File: config.mk
export PLATFORM = sky130hd
export DESIGN_NAME = fetch_seq_flat
export DESIGN_NICKNAME = d
export VERILOG_FILES = /design/src/rtl/fetch_seq_if.sv /design/src/rtl/fetch_seq.sv /design/src/flat_wrapper.sv
export SDC_FILE = /design/constraint.sdc
export NUM_CORES = 1
export LEC_CHECK = 0
export ABC_CLOCK_PERIOD_IN_PS = 3950
export BUFFER_PORTS_ARGS = -buffer_cell sky130_fd_sc_hd__buf_2
export CAP_MARGIN = 10
export CELL_PAD_IN_SITES_DETAIL_PLACEMENT = 2
export CELL_PAD_IN_SITES_GLOBAL_PLACEMENT = 2
export CORE_ASPECT_RATIO = 1.2
export CORE_MARGIN = 5
export CORE_UTILIZATION = 29
export DETAILED_ROUTE_END_ITERATION = 10
export PLACE_DENSITY = 0.81
export SYNTH_ARGS = -nofsm -noshare
export SYNTH_HDL_FRONTEND = slang
export SYNTH_SLANG_ARGS = --single-unit
File: constraint.sdc
create_clock -name i_clk -period 3.95 [get_ports i_clk]
set_input_delay 0.5925 -clock i_clk [delete_from_list [all_inputs] [get_ports i_clk]]
set_output_delay 0.5925 -clock i_clk [all_outputs]
set_load 0.02 [all_outputs]
File: src/rtl/fetch_seq_if.sv
// rtl/fetch_seq_if.sv - instruction memory fetch handshake bundle
//
// Purpose: groups the req/ack fetch bus between fetch_seq and instruction memory.
// Signal names are written from the sequencer's point of view.
//   o_imem_req    sequencer -> memory  fetch request, held until ack
//   o_imem_addr   sequencer -> memory  fetch address (equals PC)
//   i_imem_ack    memory -> sequencer  fetch complete, rdata valid this cycle
//   i_imem_rdata  memory -> sequencer  fetched instruction word
// Modports: master = fetch_seq side, slave = memory side.
interface fetch_seq_if;
  logic        o_imem_req;
  logic [31:0] o_imem_addr;
  logic        i_imem_ack;
  logic [31:0] i_imem_rdata;

  modport master (
    output o_imem_req,
    output o_imem_addr,
    input  i_imem_ack,
    input  i_imem_rdata
  );

  modport slave (
    input  o_imem_req,
    input  o_imem_addr,
    output i_imem_ack,
    output i_imem_rdata
  );
endinterface

File: src/rtl/fetch_seq.sv
// rtl/fetch_seq.sv - multi-cycle instruction fetch / next-PC sequencer
//
// Purpose: owns the PC, fetches the word at PC over a req/ack handshake, holds
// it for decode/execute, then selects the next PC (JALR > JAL > taken branch >
// sequential) once execute reports completion. Misaligned targets trap to HALT.
// Optional macro FETCH_SEQ_TIMEOUT_EN adds a fetch wait counter that traps
// with cause 10 after TIMEOUT_CYCLES fetch cycles without ack.
// Ports:
//   i_clk, i_rst_n        clock, synchronous active-low reset
//   imem                  fetch bus (fetch_seq_if.master)
//   o_inst, o_inst_valid  latched instruction and its valid flag
//   o_pc                  PC of o_inst / current fetch
//   i_exec_done           execute finished, next-PC inputs valid
//   i_take_branch, i_branch_offset, i_jal, i_jal_offset, i_jalr, i_jalr_target
//                         next-PC sources
//   o_retired             retired instruction count
//   o_trap, o_trap_cause  halt flag and cause (01 misaligned, 10 timeout)
module fetch_seq #(
  parameter logic [31:0] RESET_ADDR     = 32'h0000_0000,
  parameter int          TIMEOUT_CYCLES = 16
) (
  input  logic               i_clk,
  input  logic               i_rst_n,
  fetch_seq_if.master        imem,
  output logic [31:0]        o_inst,
  output logic               o_inst_valid,
  output logic [31:0]        o_pc,
  input  logic               i_exec_done,
  input  logic               i_take_branch,
  input  logic [31:0]        i_branch_offset,
  input  logic               i_jal,
  input  logic [31:0]        i_jal_offset,
  input  logic               i_jalr,
  input  logic [31:0]        i_jalr_target,
  output logic [31:0]        o_retired,
  output logic               o_trap,
  output logic [1:0]         o_trap_cause
);

  if (TIMEOUT_CYCLES < 1 || TIMEOUT_CYCLES > 255) begin : g_bad_timeout
    $error("fetch_seq: TIMEOUT_CYCLES must be in 1..255");
  end

  typedef enum logic [1:0] {
    FETCH_IDLE = 2'd0,
    FETCH      = 2'd1,
    ISSUE      = 2'd2,
    HALT       = 2'd3
  } state_e;

  state_e      state_q;
  logic [31:0] pc_q;
  logic [31:0] inst_q;
  logic [31:0] retired_q;
  logic        req_q;
  logic        valid_q;
  logic        trap_q;
  logic [1:0]  cause_q;
  logic [31:0] next_pc_d;

`ifdef FETCH_SEQ_TIMEOUT_EN
  logic [7:0]  wait_q;
`endif

  // JALR target bit 0 is always cleared, so it is intentionally dropped.
  logic unused_jalr_bit0;
  assign unused_jalr_bit0 = i_jalr_target[0];

  always_comb begin
    next_pc_d = pc_q + 32'd4;
    if (i_jalr) begin
      next_pc_d = {i_jalr_target[31:1], 1'b0};
    end else if (i_jal) begin
      next_pc_d = pc_q + i_jal_offset;
    end else if (i_take_branch) begin
      next_pc_d = pc_q + i_branch_offset;
    end
  end

  always_ff @(posedge i_clk) begin
    if (!i_rst_n) begin
      state_q   <= FETCH_IDLE;
      pc_q      <= RESET_ADDR;
      inst_q    <= 32'd0;
      retired_q <= 32'd0;
      req_q     <= 1'b0;
      valid_q   <= 1'b0;
      trap_q    <= 1'b0;
      cause_q   <= 2'b00;
`ifdef FETCH_SEQ_TIMEOUT_EN
      wait_q    <= 8'd0;
`endif
    end else begin
      case (state_q)
        FETCH_IDLE: begin
          state_q <= FETCH;
          req_q   <= 1'b1;
`ifdef FETCH_SEQ_TIMEOUT_EN
          wait_q  <= 8'd0;
`endif
        end
        FETCH: begin
          if (imem.i_imem_ack) begin
            // Ack wins even on the cycle the timeout limit is reached.
            inst_q  <= imem.i_imem_rdata;
            valid_q <= 1'b1;
            req_q   <= 1'b0;
            state_q <= ISSUE;
          end
`ifdef FETCH_SEQ_TIMEOUT_EN
          else if (wait_q == 8'(TIMEOUT_CYCLES - 1)) begin
            // wait_q counts prior ack-less cycles; this is the last allowed one.
            trap_q  <= 1'b1;
            cause_q <= 2'b10;
            req_q   <= 1'b0;
            state_q <= HALT;
          end else begin
            wait_q  <= wait_q + 8'd1;
          end
`endif
        end
        ISSUE: begin
          if (i_exec_done) begin
            valid_q <= 1'b0;
            if (next_pc_d[1]) begin
              trap_q  <= 1'b1;
              cause_q <= 2'b01;
              state_q <= HALT;
            end else begin
              pc_q      <= next_pc_d;
              retired_q <= retired_q + 32'd1;
              req_q     <= 1'b1;
              state_q   <= FETCH;
`ifdef FETCH_SEQ_TIMEOUT_EN
              wait_q    <= 8'd0;
`endif
            end
          end
        end
        HALT: begin
          req_q   <= 1'b0;
          valid_q <= 1'b0;
        end
        default: begin
          state_q <= HALT;
        end
      endcase
    end
  end

  assign imem.o_imem_req  = req_q;
  assign imem.o_imem_addr = pc_q;
  assign o_pc             = pc_q;
  assign o_inst           = inst_q;
  assign o_inst_valid     = valid_q;
  assign o_retired        = retired_q;
  assign o_trap           = trap_q;
  assign o_trap_cause     = cause_q;

endmodule

File: src/flat_wrapper.sv
// flat-port wrapper written by rule: the top's interface ports become plain ports
module fetch_seq_flat 
#(
  parameter logic [31:0] RESET_ADDR     = 32'h0000_0000,
  parameter int          TIMEOUT_CYCLES = 16
)
  (i_clk, i_rst_n, o_inst, o_inst_valid, o_pc, i_exec_done, i_take_branch, i_branch_offset, i_jal, i_jal_offset, i_jalr, i_jalr_target, o_retired, o_trap, o_trap_cause, imem_o_imem_req, imem_o_imem_addr, imem_i_imem_ack, imem_i_imem_rdata);
  fetch_seq_if imem_i ();
  input  logic i_clk;
  input  logic i_rst_n;
  output logic [31:0] o_inst;
  output logic o_inst_valid;
  output logic [31:0] o_pc;
  input  logic i_exec_done;
  input  logic i_take_branch;
  input  logic [31:0] i_branch_offset;
  input  logic i_jal;
  input  logic [31:0] i_jal_offset;
  input  logic i_jalr;
  input  logic [31:0] i_jalr_target;
  output logic [31:0] o_retired;
  output logic o_trap;
  output logic [1:0] o_trap_cause;
  output wire logic [$bits(imem_i.o_imem_req)-1:0] imem_o_imem_req;
  output wire logic [$bits(imem_i.o_imem_addr)-1:0] imem_o_imem_addr;
  input wire logic [$bits(imem_i.i_imem_ack)-1:0] imem_i_imem_ack;
  input wire logic [$bits(imem_i.i_imem_rdata)-1:0] imem_i_imem_rdata;
  assign imem_o_imem_req = imem_i.o_imem_req;
  assign imem_o_imem_addr = imem_i.o_imem_addr;
  assign imem_i.i_imem_ack = imem_i_imem_ack;
  assign imem_i.i_imem_rdata = imem_i_imem_rdata;
  fetch_seq #(.RESET_ADDR(RESET_ADDR), .TIMEOUT_CYCLES(TIMEOUT_CYCLES)) u_core (.i_clk(i_clk), .i_rst_n(i_rst_n), .imem(imem_i), .o_inst(o_inst), .o_inst_valid(o_inst_valid), .o_pc(o_pc), .i_exec_done(i_exec_done), .i_take_branch(i_take_branch), .i_branch_offset(i_branch_offset), .i_jal(i_jal), .i_jal_offset(i_jal_offset), .i_jalr(i_jalr), .i_jalr_target(i_jalr_target), .o_retired(o_retired), .o_trap(o_trap), .o_trap_cause(o_trap_cause));
endmodule
### Yosys cells after proc, flatten, opt, wreduce, memory -nomap -nowiden

Index checks and enable logic that the tools add are counted.

* register bits: 100
* input port bits: 135
* output and inout bits: 133
* logic and storage cells: 41

* add/sub/neg operators: 4
* eq/ne operators: 6
* muxes and demuxes: 14
* bitwise logic cells: 1
* reduce and logical (&&, ||, !) cells: 9

Operator list (count)
* $mux 32: 3
* $add 32x32->32: 2
* $add 32x1->32 const B: 1
* $add 32x3->32 const B: 1
* $reduce_and 3->1: 5
* $mux 2: 3
* $ne 2x2->1 const B: 3
* $pmux 2 s3: 1
* $reduce_bool 3->1: 2
* $mux 1: 5
* $eq 2x2->1 const B: 2
* $pmux 1 s4: 1
* $pmux 1 s3: 1
* $eq 2x1->1 const B: 1
* $logic_not 2->1: 1
* $reduce_and 2->1: 1
* $not 1->1: 1

### Depth between registers and ports, before layout

Gate-level depths: netlist of the first run.

* depth in word-level cells: 7
* depth in mapped cells: 11

### Worst setup path after synthesis of the first run

OpenSTA, ideal clock, no wires.

* kind: register to register
* start point: reg u_core.pc_q[19] (netlist: u_core.imem.o_imem_addr[19])
* end point: reg u_core.pc_q[31] (netlist: u_core.imem.o_imem_addr[31])
* setup time: 0.120 ns
* data arrival time: 2.830 ns
* data required time: 3.830 ns
* slack: 1.000 ns
* cell stages (with the launch flop): 11
* buffers on the path: 0
* clock period less this slack: 2.950 ns
* cells stage by stage: dfxtp_1 > ha_1 > or2_1 > a21o_1 > a31o_2 > o22ai_1 > a21oi_1 > a221oi_1 > mux2_2 > and4b_1 > o31a_1

* longest elaborated chain between the ends: 4
* elaborated cells on any way between the ends: 6
* those cells by class: 3 x add/sub; 3 x mux

RTL lines
* start: declaration: RTL line fetch_seq.sv:52 `logic [31:0] pc_q;`
* start signal: assignment: RTL line fetch_seq.sv:130 `pc_q <= next_pc_d;`
* $add 32x3->32 / $add 32x32->32 (equally long branches): RTL line fetch_seq.sv:70, fetch_seq.sv:76
* $mux 32: RTL line fetch_seq.sv:75 `end else if (i_take_branch) begin`
* $mux 32 (*): RTL line fetch_seq.sv:73 `end else if (i_jal) begin`
* $mux 32 (*): RTL line fetch_seq.sv:71 `if (i_jalr) begin`

Mark *: on every way between the ends. The rest lies on a longest branch, timed or not.
A chain may end at the register's enable or synchronous reset.

### Final worst setup path of the first run

* start point: reg u_core.pc_q[3] (netlist: u_core.imem.o_imem_addr[3])
* end point: reg u_core.pc_q[31] (netlist: u_core.imem.o_imem_addr[31])

The elaborated chain is that of the path after synthesis.

==> flow_summary.toml, run 1 <==
[sta]
max_freq_mhz = 303.5
relSlewSlack_pct = 22.33
clock_skew_ns = 0.02151
rsz0062_at_grt = "no"
min_period_ns = 3.295
slew_viol_final = 0
hold_viol = 0
fin_crit_sh_pct = 83.42
worstMarginPinSlew_ns = 1.165
setup_viol = 0
tns_ns = 0

[layout]
nFillCells = 3660
nets = 1580
seqCellArea_mm2 = 0.002002
num_antenna_cells = 0
fin_util_pct = 35.29
finalInstanceArea_mm2 = 0.01069
syn2layout_area_growth_pct = 21.18
drive_above_1_share_pct = 24.33
multi_input_area_mm2 = 0.006255

[grt]
grt_pass1_wl_mm = 56.96
antenna_found_initial = 0
grt-ovfl-total = 0
grt_max_degree = 44
first_global_vias = 10443
grt_usage_pct = 20.45

[logic_synthesis]
synthesis.area_mm2 = 0.008825
yosysTopAreaCellShare_pct = 22.69
synth_edf_count = 0
synth_top_area_cell = "dfxtp_1"
synth_cells = 1158
synth.area.top_cells = "dfxtp_1 23%, ha_1 9.6%, nand2_1 7.9%, xnor2_1 5.6%, a21oi_1 5.3%"
synth_most_common_cell = "nand2_1"
ys_ff_latch = 100
ys_seq_area_share_pct = 22.69
synth_commonest_cells = "185 x nand2_1, 100 x dfxtp_1, 93 x a21oi_1"
avgSynthCellArea_um2 = 7.621
synth_ff_type = "dfxtp_1"
async_reset_ff_share_pct = 0
yosys_warnings = 0
ys_types = 83

[setup_path]
critical_path.max_stage_delay_ns = 0.45
slowest_stage = "dfxtp_1"
cp.arrival_ns = 3.52
crit_type = "flip-flop to flip-flop"
rrSetupSlack_ns = 0.66
cp.required_ns = 4.18
critPathCaptureType = "flip-flop"
start_kind = "flip-flop"
path_cells = "ha_1 > o21ai_0 > a22o_1 > nor4_1 > buf_4 > o31a_2 > a41oi_1 > xor2_1 > a21oi_1 > and4b_1 > o31a_1"
critPathMaxFanout = 7

[clock_tree]
cts_tree = "done"
post-cts-setup-buffers = 0
cts.sinks = 100
cts_made_buffers = 9
cts.path.max_buffers = 2
cts_root_buffer = "clkbuf_16"
htree_levels = 3
clk_latency_ns = 0.36
cts_hold_buf = 0
cts_resized = 0
clk_pin_slew_worst_paths_ns = 0.08

[power]
power_density_mw_per_mm2 = 250.4
power_leakage_nw = 4.986
ir_drop_v = 0.0001722

[placement]
place_congestion = 0.8389
placed_area_mm2 = 0.01037
portBuffers = 263
hpwlAfterDp_mm = 28.84

[floorplanning]
ioPinCount = 268
start_util_pct = 29.12
fp.dieH_um = 201.1
core_area_mm2 = 0.03030
fp-row-count = 70
dieArea_mm2 = 0.03403
die_w_um = 169.2

[routing]
vias = 9525
first_pass_iters = 4
wire_per_inst_um = 20.45
drt-vias-per-instance = 5.360
ant_nets = 0
remaining_drc_errors = 0
wl_mm = 36.33
drt_iter0_drc = 351

[worst_hold_path]
holdCritPathClass = "flip-flop to flip-flop"

[flow_run]
maxCapViolCount = 0

[outcome]
outcome = "complete, no violations"
power breakdown:
| part | internal (mW) | switching, mW | leakage (nW) |
|---|---|---|---|
| sequential | 1.04 | 0.0248 | 0.809 |
| clock | 0.563 | 0.454 | 0.152 |
| combinational | 0.227 | 0.371 | 4.02 |
critical path: cells and delay by family, from the launching register on:
| kind | cells | cell delay (ns) |
|---|---|---|
| buf+inv | 1 | 0.14 |
| fa+ha+maj | 1 | 0.33 |
| flops | 1 | 0.45 |
| xor+xnor | 1 | 0.31 |
| compound gates | 6 | 1.65 |
| simple gates | 2 | 0.29 |
cell families after synthesis:
family / count (synthesis) / share of synthesized area, %
and+or+nand+nor: 425 / 23.30
adders and majority gates: 68 / 9.641
xor gates and xnor gates: 101 / 10.02
muxes: 6 / 0.6948
other: 1 / 0.04249
buffers and inverters: 105 / 6.607
DFF: 100 / 22.69
AOI/OAI and AO/OA: 352 / 27.01
layout by cell type (no fill, tap or decap), types with 28 or more instances in the layout:
cell      Yosys  layout
buf_2         5     263
nand2_1     185     185
dfxtp_1     100     100
a21oi_1      93      93
ha_1         68      68
o21ai_0      61      61
xnor2_1      56      56
nor2_1       55      54
xor2_1       45      45
a21boi_0     43      43
nand3_1      41      41
and2_1       30      30
nand4_1      28      28
buf_4        37      28
state kept, by name, summed over array words and instances (netlist names):
name and count:
u_core.o_retired 32, u_core.imem.o_imem_addr 31, u_core.o_trap 1, u_core.imem.o_imem_req 1, u_core.state_q 2, u_core.o_inst_valid 1, u_core.o_inst 32
path summary, 6_finish.rpt:
| path | start | depth (start not counted) | endpoint |
|---|---|---|---|
| setup / recovery | u_core.imem.o_imem_addr[3]$_SDFFE_PN0P_ | 11 | u_core.imem.o_imem_addr[31]$_SDFFE_PN0P_ |
| setup reg to reg | u_core.imem.o_imem_addr[3]$_SDFFE_PN0P_ | 11 | u_core.imem.o_imem_addr[31]$_SDFFE_PN0P_ |
| hold reg to reg | u_core.o_inst[12]$_SDFFE_PN0P_ | 2 | u_core.o_inst[12]$_SDFFE_PN0P_ |
| hold / removal | u_core.o_inst[12]$_SDFFE_PN0P_ | 2 | u_core.o_inst[12]$_SDFFE_PN0P_ |
cell type report:
| cell class | instances | area share, % |
|---|---|---|
| repair buffers | 292 | 14.46 |
| inverters | 19 | 0.6786 |
| multi-input cells | 955 | 58.49 |
| clock buffers | 9 | 2.106 |
| clock inverters | 6 | 0.9126 |
| flip-flops and latches | 100 | 18.72 |
| well taps | 396 | 4.633 |
per-layer routing:
metal | track usage (%) | wire length, um | vias to the layer above
li1 | - | - | 4570
met1 | 25.38 | 15750 | 4691
met2 | 37.34 | 18470 | 227
met3 | 2.358 | 1311 | 37
met4 | 5.091 | 798 | 0
met5 | 0 | 0 | -
through the flow:
stage	setup WS (ns)	power (mW)	instances	hold WS, ns
floorplan	1.000	1.462	1160	0.4916
detailed placement	0.3887	1.689	1762	0.4566
CTS	0.6252	2.720	1777	0.4678
global placement	0.5254	1.664	1762	0.4473
global route	0.4404	2.812	1777	0.4778
finish	0.6551	2.678	1777	0.4651
Power figures use the tool's default switching activity.
==> run 2: changes to the inputs <==
--- a/config.mk
+++ b/config.mk
@@ -5,7 +5,7 @@
 export SDC_FILE = /design/constraint.sdc
 export NUM_CORES = 1
 export LEC_CHECK = 0
-export ABC_CLOCK_PERIOD_IN_PS = 3950
+export ABC_CLOCK_PERIOD_IN_PS = 3270
 export BUFFER_PORTS_ARGS = -buffer_cell sky130_fd_sc_hd__buf_2
 export CAP_MARGIN = 10
 export CELL_PAD_IN_SITES_DETAIL_PLACEMENT = 2
==> constraint.sdc (replaced) <==
create_clock -name i_clk -period 3.27 [get_ports i_clk]
set_input_delay 0.4905 -clock i_clk [delete_from_list [all_inputs] [get_ports i_clk]]
set_output_delay 0.4905 -clock i_clk [all_outputs]
set_load 0.02 [all_outputs]
==> flow_summary.toml, run 2 (synthesized netlist as in run 1, its figures left out) <==
[clock_tree]
cts.path.max_buffers = 2
cts_made_buffers = 9
cts_root_buffer = "clkbuf_16"
clk_pin_slew_worst_paths_ns = 0.08
cts_tree = "done"
post-cts-setup-buffers = 0
cts.sinks = 100
clk_latency_ns = 0.36
cts_resized = 0
cts_hold_buf = 0
htree_levels = 3

[placement]
place_congestion = 0.8595
hpwlAfterDp_mm = 30.84
portBuffers = 263
placed_cells = 1823
pre_cts_ws_ns = -0.06323

[floorplanning]
fp.dieH_um = 201.1
core_area_mm2 = 0.03030
ioPinCount = 268
fp-row-count = 70
die_w_um = 169.2
start_util_pct = 29.12
dieArea_mm2 = 0.03403

[power]
power_mw = 3.167
p_sw_share_pct = 33.97
ir_drop_v = 0.0001902
net-switching-power_mw = 1.076
power_leakage_nw = 5.284
p_clk_share_pct = 35.2
pwr-share-seq_pct = 40.4
power_density_mw_per_mm2 = 285.0
internal_power_mw = 2.091
combPwrFrac_pct = 24.4

[sta]
rsz0062_at_grt = "no"
hold_viol = 0
setup_viol = 0
clock_skew_ns = 0.01136
min_period_ns = 3.088
worstMarginPinSlew_ns = 0.7258
fin_ws_ns = 0.1820
relSlewSlack_pct = 51.43
slew_viol_final = 0
fin_crit_sh_pct = 94.44
max_freq_mhz = 323.8

[grt]
grt_pass1_wl_mm = 59.90
grt_max_degree = 84
grt_usage_pct = 21.80
antenna_found_initial = 1
grt-ovfl-total = 0
first_global_vias = 10911

[setup_path]
startpoint = "u_core.imem.o_imem_addr[0]$_SDFFE_PN0P_"
cp.arrival_ns = 3.38
start_kind = "flip-flop"
critPathMaxFanout = 5
reg2reg_depth = 12
reg2reg_from = "u_core.imem.o_imem_addr[0]$_SDFFE_PN0P_"
slowest_stage = "o211ai_1"
critical_path.max_stage_delay_ns = 0.44
path_cells = "ha_1 > ha_1 > a21oi_1 > o22ai_1 > o31a_1 > a31oi_1 > buf_4 > o211ai_1 > a21oi_1 > xor2_1 > a221o_1 > o21ai_1"
cp.required_ns = 3.56
critPathCaptureType = "flip-flop"
crit_type = "flip-flop to flip-flop"

[routing]
dr_wl_met2_mm = 20.10
wire_per_inst_um = 20.97
wl_met1_mm = 16.07
ant_nets = 0
wl_mm = 38.55
drt_iter0_drc = 476
wl_met3_mm = 1.382
vias = 9881
drt-vias-per-instance = 5.376
remaining_drc_errors = 0
first_pass_iters = 5
highest_layer = "met4"

[layout]
nFillCells = 3661
final_cell_mix = "263 x buf_2, 185 x nand2_1, 100 x dfxtp_1"
drive_above_1_share_pct = 27.53
final_cell_count_no_fill = 1838
nets = 1641
final_common_cell = "buf_2"
num_antenna_cells = 0
syn2layout_area_growth_pct = 25.92

[worst_hold_path]
hold_depth = 3
min_from = "imem_i_imem_rdata[14]"
holdCritPathClass = "input port to flip-flop"

[outcome]
outcome = "complete, no violations"

[flow_run]
maxCapViolCount = 0
[run 2: cell count changes in the layout (fill, tap and decap cells not counted)]
cell | previous run | this run
o21ai_0 | 61 | 60
o21ai_1 | 2 | 3
clkinvlp_4 | 2 | 0
bufinv_16 | 2 | 0
buf_4 | 28 | 89
clkinv_4 | 0 | 4
[run 2: power groups by stage]
| stage | sequential (mW) | combinational (mW) | clock, mW |
|---|---|---|---|
| floorplan | 1.35 | 0.414 | 0 |
| CTS | 1.28 | 0.780 | 1.16 |
| global placement | 1.30 | 0.747 | 0 |
| detailed placement | 1.31 | 0.773 | 0 |
| global route | 1.29 | 0.843 | 1.21 |
| finish | 1.28 | 0.772 | 1.12 |
[run 2: area by class of cell]
| class | count | area (um2) | area share, % |
|---|---|---|---|
| clock buffer | 9 | 225.2 | 2.027 |
| clock inverter | 6 | 57.56 | 0.5180 |
| inverter | 19 | 72.57 | 0.6531 |
| multi-input combinational | 955 | 6255 | 56.29 |
| sequential | 100 | 2002 | 18.02 |
| tap | 396 | 495.5 | 4.459 |
| timing repair buffer | 353 | 2004 | 18.04 |
[run 2: through the flow]
stage          utilization, %  instance area (um2)  hold slack [ns]  setup TNS, ns
2_1_floorplan               -                 8832           0.4916              0
3_3_place_gp            35.73                10830           0.4471       -0.03188
3_5_place_dp            35.73                10830           0.4574        -0.1195
4_1_cts                 36.67                11110           0.3588              0
5_1_grt                 36.67                11110           0.3730              0
6_report                36.67                11110           0.3773              0
[run 2: worst paths after layout]
kind | endpoint | slack (ns)
setup / recovery | u_core.imem.o_imem_addr[30]$_SDFFE_PN0P_ | 0.18
hold / removal | u_core.o_inst[14]$_SDFFE_PN0P_ | 0.38
setup reg to reg | u_core.imem.o_imem_addr[30]$_SDFFE_PN0P_ | 0.18
hold reg to reg | u_core.o_inst[12]$_SDFFE_PN0P_ | 0.47
[run 2: per-layer routing]
| layer | vias up | global-route usage (%) |
|---|---|---|
| met1 | 4888 | 25.96 |
| met3 | 48 | 2.201 |
| met2 | 253 | 40.77 |
| li1 | 4692 | - |
| met4 | 0 | 6.557 |
| met5 | - | 0 |
[run 2: critical path: cells and delay by family, from the launching register on]
| family | cells | cell delay [ns] |
|---|---|---|
| adders and majority gates | 2 | 0.37 |
| DFF | 1 | 0.36 |
| xor gates and xnor gates | 1 | 0.18 |
| buffers and inverters | 1 | 0.17 |
| AOI/OAI and AO/OA | 8 | 1.95 |
